[src/rtl/mips_pkg.sv]
// Shared fetch-side definitions: NPC op codes, reset vector, FIFO payload and redirect target resolution.
package mips_pkg;

    localparam int unsigned XLEN = 32;
    localparam logic [XLEN-1:0] RESET_PC_DEFAULT = 32'hBFC0_0000;

    localparam logic [2:0] NPC_PC4 = 3'b000;
    localparam logic [2:0] NPC_B   = 3'b010;
    localparam logic [2:0] NPC_J   = 3'b011;
    localparam logic [2:0] NPC_JR  = 3'b100;

    typedef struct packed {
        logic            adel;
        logic [XLEN-1:0] pc;
        logic [XLEN-1:0] inst;
    } fetch_entry_t;

    typedef struct packed {
        logic            adel;
        logic [XLEN-1:0] pc;
    } fetch_tag_t;

    typedef struct packed {
        logic            take;
        logic            adel;
        logic [XLEN-1:0] target;
    } redir_t;

    // Resolve a redirect command into {take, adel, target}.
    function automatic redir_t npc_resolve(input logic [2:0]      op,
                                           input logic [XLEN-1:0] pc,
                                           input logic [XLEN-1:0] imm,
                                           input logic [XLEN-1:0] rs,
                                           input logic            taken);
        redir_t          r;
        logic [XLEN-1:0] pc4;
        r   = '0;
        pc4 = pc + 32'd4;
        case (op)
            NPC_B: begin
                if (taken) begin
                    r.take   = 1'b1;
                    r.target = pc4 + {imm[29:0], 2'b00};
                end
            end
            NPC_J: begin
                r.take   = 1'b1;
                r.target = {pc4[31:28], imm[25:0], 2'b00};
            end
            NPC_JR: begin
                r.take   = 1'b1;
                r.target = {rs[31:2], 2'b00};
                r.adel   = |rs[1:0];
            end
            default: ;
        endcase
        return r;
    endfunction

endpackage

[src/rtl/ifetch_fifo.sv]
// First-word-fall-through fetch buffer holding {adel, pc, inst}; flush dominates push/pop.
module ifetch_fifo
    import mips_pkg::*;
#(
    parameter int unsigned DEPTH = 4
) (
    input  logic                   clk,
    input  logic                   rst_n,
    input  logic                   flush_i,
    input  logic                   push_i,
    input  fetch_entry_t           data_i,
    input  logic                   pop_i,
    output fetch_entry_t           data_o,
    output logic                   empty_o,
    output logic [$clog2(DEPTH):0] count_o
);

    localparam int unsigned AW = $clog2(DEPTH);
    localparam int unsigned CW = AW + 1;

    fetch_entry_t  mem_q [DEPTH];
    logic [AW-1:0] wr_q, rd_q;
    logic [CW-1:0] cnt_q;

    always_ff @(posedge clk) begin
        if (!rst_n) begin
            wr_q  <= '0;
            rd_q  <= '0;
            cnt_q <= '0;
        end else if (flush_i) begin
            wr_q  <= '0;
            rd_q  <= '0;
            cnt_q <= '0;
        end else begin
            if (push_i) wr_q <= wr_q + AW'(1);
            if (pop_i)  rd_q <= rd_q + AW'(1);
            cnt_q <= cnt_q + CW'(push_i) - CW'(pop_i);
        end
    end

    always_ff @(posedge clk) begin
        if (push_i && !flush_i) mem_q[wr_q] <= data_i;
    end

    assign data_o  = mem_q[rd_q];
    assign empty_o = (cnt_q == '0);
    assign count_o = cnt_q;

endmodule

[src/rtl/ifetch_unit.sv]
// Instruction fetch front end: PC, credit-limited in-order memory reads, tag queue,
// discard tracking for flushed in-flight reads, and a FWFT buffer towards decode.
module ifetch_unit
    import mips_pkg::*;
#(
    parameter logic [31:0] RESET_PC = RESET_PC_DEFAULT,
    parameter int unsigned DEPTH    = 4
) (
    input  logic        clk,
    input  logic        rst_n,
    output logic        imem_req,
    output logic [31:0] imem_addr,
    input  logic        imem_gnt,
    input  logic        imem_rvalid,
    input  logic [31:0] imem_rdata,
    input  logic        redir_valid,
    input  logic [2:0]  redir_npc_op,
    input  logic [31:0] redir_pc,
    input  logic [31:0] redir_imm,
    input  logic [31:0] redir_rs,
    input  logic        redir_taken,
    output logic        inst_valid,
    input  logic        inst_ready,
    output logic [31:0] inst,
    output logic [31:0] inst_pc,
    output logic        inst_adel
);

    localparam int unsigned AW = $clog2(DEPTH);
    localparam int unsigned CW = AW + 1;
    localparam int unsigned SW = CW + 1;

    logic [31:0]   pc_q, pc_d;
    logic [CW-1:0] outst_q, outst_d, disc_q, disc_d;
    logic          adel_pend_q, adel_pend_d;
    logic [AW-1:0] tag_wr_q, tag_rd_q;
    fetch_tag_t    tag_mem_q [DEPTH];
    fetch_tag_t    tag_head;

    redir_t        redir;
    logic          issue, drop;
    logic          fifo_push, fifo_pop, fifo_empty;
    logic [CW-1:0] fifo_count;
    fetch_entry_t  fifo_in, fifo_out;

    // Redirect resolution; a redirect that takes blocks issue in its own cycle.
    always_comb begin
        redir = '0;
        if (redir_valid) redir = npc_resolve(redir_npc_op, redir_pc, redir_imm, redir_rs, redir_taken);
    end

    assign imem_req  = rst_n && !redir.take &&
                       ((SW'(outst_q) + SW'(fifo_count)) < SW'(DEPTH));
    assign imem_addr = pc_q;
    assign issue     = imem_req && imem_gnt;
    assign drop      = imem_rvalid && (disc_q != '0);
    assign fifo_push = imem_rvalid && !drop;
    assign fifo_pop  = inst_valid && inst_ready;
    assign tag_head  = tag_mem_q[tag_rd_q];
    assign fifo_in   = '{adel: tag_head.adel, pc: tag_head.pc, inst: imem_rdata};

    always_comb begin
        outst_d     = outst_q + CW'(issue) - CW'(imem_rvalid);
        disc_d      = disc_q - CW'(drop);
        pc_d        = pc_q;
        adel_pend_d = adel_pend_q;
        if (issue) begin
            pc_d        = pc_q + 32'd4;
            adel_pend_d = 1'b0;
        end
        // Everything still outstanding after a redirect belongs to the old stream.
        if (redir.take) begin
            disc_d      = outst_d;
            pc_d        = redir.target;
            adel_pend_d = redir.adel;
        end
    end

    always_ff @(posedge clk) begin
        if (!rst_n) begin
            pc_q        <= RESET_PC;
            outst_q     <= '0;
            disc_q      <= '0;
            adel_pend_q <= 1'b0;
            tag_wr_q    <= '0;
            tag_rd_q    <= '0;
        end else begin
            pc_q        <= pc_d;
            outst_q     <= outst_d;
            disc_q      <= disc_d;
            adel_pend_q <= adel_pend_d;
            if (issue)       tag_wr_q <= tag_wr_q + AW'(1);
            if (imem_rvalid) tag_rd_q <= tag_rd_q + AW'(1);
        end
    end

    always_ff @(posedge clk) begin
        if (issue) tag_mem_q[tag_wr_q] <= '{adel: adel_pend_q, pc: pc_q};
    end

    ifetch_fifo #(.DEPTH(DEPTH)) u_fifo (
        .clk     (clk),
        .rst_n   (rst_n),
        .flush_i (redir.take),
        .push_i  (fifo_push),
        .data_i  (fifo_in),
        .pop_i   (fifo_pop),
        .data_o  (fifo_out),
        .empty_o (fifo_empty),
        .count_o (fifo_count)
    );

    assign inst_valid = !fifo_empty;
    assign inst       = fifo_out.inst;
    assign inst_pc    = fifo_out.pc;
    assign inst_adel  = fifo_out.adel;

endmodule

[config.mk]
export PLATFORM = sky130hd
export DESIGN_NAME = ifetch_unit
export DESIGN_NICKNAME = d
export VERILOG_FILES = /design/src/rtl/mips_pkg.sv /design/src/rtl/ifetch_fifo.sv /design/src/rtl/ifetch_unit.sv
export SDC_FILE = /design/constraint.sdc
export NUM_CORES = 1
export LEC_CHECK = 0
export ABC_AREA = 1
export CAP_MARGIN = 20
export CORE_UTILIZATION = 45
export DETAILED_ROUTE_END_ITERATION = 12
export PLACE_DENSITY = 0.77
export SETUP_SLACK_MARGIN = 0.1
export SLEW_MARGIN = 20
export SYNTH_ARGS = -nofsm -noshare
export SYNTH_HDL_FRONTEND = slang
export SYNTH_SLANG_ARGS = --single-unit
[constraint.sdc]
create_clock -name clk -period 5.7 [get_ports clk]
set_input_delay 0.57 -clock clk [delete_from_list [all_inputs] [get_ports clk]]
set_output_delay 0.57 -clock clk [all_outputs]
set_load 0.02 [all_outputs]
==> reports/qor.yml <==
total_leakage_power_nw: 9.30
path_clk_slew_ns: 0.06
synth_seq_cells: 446
critPathMaxStageDelay_ns: 0.78
drv_slew: 0
cp_max_fo: 70
antenna_found_initial: 2
wl_um: 53700
synth_area_leaders: "edfxtp_1 (56%), nand2_1 (6.3%), nor2_1 (5.5%), o21ai_0 (5.4%), dfxtp_1 (5.1%)"
vias_per_cell: 5.47
min-delay-start: "tag_rd_q[1]"
setup_tns_ns: 0
yosysTopAreaCellShare_pct: 56.0
clock_power_share_pct: 29.1
synth_enable_flop_cells: 392
p_seq_share_pct: 45.1
clk_latency_ns: 0.54
h-tree-depth: 2
ir_worst_vdd_v: 0.000257
finalCriticalPeriod_ns: 3.92
required_ns: 5.13
cts_resized: 0
use_met2_pct: 37.9
cts_tree: "done"
avgSynthCellArea_um2: 10.1
die_y_um: 218
holdPathStages: 1
preCtsSetupSlack_ns: 1.55
postCtsSetupRepairBufs: 0
r2r_slack_ns: 2.76
p_comb_share_pct: 25.8
pwr_density_cell_nw_per_um2: 366
mostFrequentLayoutCells: "edfxtp_1 (392), nand2_1 (351), nor2_1 (300)"
busiest_layer: "met2"
grt_pass1_wl_um: 81700
netlist_area_um2: 21000
gp_congestion: 0.999
area_growth_pct: 20.3
hold_buffers: 0
ys_seq_area_share_pct: 61.1
rows: 78
cp-start-kind: "register"
grt_start_max_net_pins: 71
drive_gt1_share_pct: 5.38
synth-async-reset-ratio_pct: 0
switching_share_pct: 30.6
cts_buffers: 41
die_w_um: 218
cp_cell_sequence: "clkinv_2 -> buf_4 -> o21ai_0 -> o22ai_1 -> clkdlybuf4s50_1"
synth_nets: 2274
grt_pass1_vias: 15320
p_int_mw: 6.43
r2r_end: "u_fifo.mem_q[3][19]"
min_to: "tag_rd_q[1]"
rsz0062_at_grt: "no"
num_vias: 16014
first_pass_iters: 7
fin_util_pct: 55.3
coreArea_um2: 45800
met3_usage_pct: 3.98
yosys_warnings: 0
initial_core_util_pct: 45.9
relSlewSlack_pct: 32.3
fin_ws_ns: 1.78
outcome: "finished clean"
clock_sinks: 446
hold_viol: 0
io_pins: 237
hold_path.class: "reg2reg"
skew_ns: 0.0194
port_buffers: 234
post-dp-hpwl_um: 36900
drt-initial-drc-count: 1330
timing.final.crit_share_pct: 68.7
cpMaxStageDelayCell: "dfxtp_4"
r2r_start: "disc_q[1]"
cts_buffer_depth: 3
drcViolationCount: 0
final_nets: 2485
cap_violations: 0
fmax_ghz: 0.255
synth_cell_types: 48
reg2reg_depth: 4
dp.cells: 2849
layout_commonest_cell: "edfxtp_1"
gr-total-overflow: 0
yosysTopAreaCell: "edfxtp_1"
power_switching_mw: 2.83
cp.arrival_ns: 3.35
stdcell_count: 2925
grt_usage_pct: 22.0
p_total_mw: 9.26
synthFlopType: "edfxtp_1"
die_area_um2: 47600
synth_cells: 2081
setup_viol: 0
critical_path_class: "reg2out"
cts-root-buf: "clkbuf_16"
wl_per_cell_um: 18.4
crit_path_end_kind: "output port"
ant_nets: 0
worst_pin_slew_ns: 1.02
use_met1_pct: 28.0
==> sequential cells by signal (all words and copies together) (netlist names), named ones only <==
name            cells
u_fifo.mem_q      260
tag_mem_q         132
imem_addr          32
disc_q              3
outst_q             3
u_fifo.count_o      3
tag_rd_q            2
tag_wr_q            2
u_fifo.rd_q         2
u_fifo.wr_q         2
adel_pend_q         1
==> metrics by stage <==
| step | cell area, um^2 | hold slack [ns] |
|---|---|---|
| after floorplan | 21000 | 0.412 |
| after global placement | 24000 | 0.426 |
| after detailed placement | 24000 | 0.452 |
| after CTS | 25300 | 0.462 |
| after global routing | 25300 | 0.498 |
| final | 25300 | 0.455 |
==> synthesized netlist by cell type (all sizes together), types with 19 or more instances <==
cell and number:
ha 52, clkbuf 69, nand4 19, nor3 25
nor2 316, xnor2 26, o22ai 98, inv 165
dfxtp 54, a21oi 68, xor2 25, o21ai 249
nand2 359, nand3 73, edfxtp 392
==> layout make-up <==
type,instances,area (um^2)
Sequential cell,446,12900
Timing Repair Buffer,254,2490
Fill cell,3832,20500
Multi-Input combinational cell,1382,7230
Antenna cell,1,2.50
Clock inverter,24,228
Tap cell,600,751
Inverter,167,628
Clock buffer,51,1110
==> how the worst max path moves through the flow <==
stage | start | endpoint | slack [ns] | cells past startpoint
finish | register | inst[29] | 1.78 | 5
global placement | redir_pc[4] | imem_addr[30] | 1.57 | 22
floorplan | redir_npc_op[1] | u_fifo.mem_q[0][0] | 1.02 | 8
global route | register | inst_pc[9] | 1.53 | 5
detailed placement | redir_pc[5] | imem_addr[30] | 1.55 | 22
CTS | register | inst_pc[19] | 1.76 | 5
==> power groups by stage <==
stage | combinational (mW) | clock, mW | sequential, mW
finish | 2.39 | 2.70 | 4.17
global route | 2.60 | 2.86 | 4.21
CTS | 2.41 | 2.74 | 4.17
detailed placement | 2.39 | 0 | 4.24
global placement | 2.34 | 0 | 4.22
floorplan | 1.37 | 0 | 4.21
==> cells by family (layout without fill, tap and decap cells) <==
group                      Yosys count  in the layout  synth area share (%)
adders and majority gates           55             55                  3.38
other                                0              1                     0
xor gates and xnor gates            51             51                  2.12
DFF                                446            446                  61.1
and+or+nand+nor                    811            811                  16.4
buffers and inverters              253            496                  4.65
AOI/OAI and AO/OA                  465            465                  12.3
==> metal layers <==
metal	wire, um	vias up
met2	25800	654
met4	1370	2
li1	-	7680
met1	22100	7588
met5	8	-
met3	4360	90
==> critical path, delay by kind of cell (launching register included) <==
kind            cells  cell delay [ns]
buf+inv             3             1.56
compound gates      2             0.38
flops               1             0.78
Power figures use the tool's default switching activity.
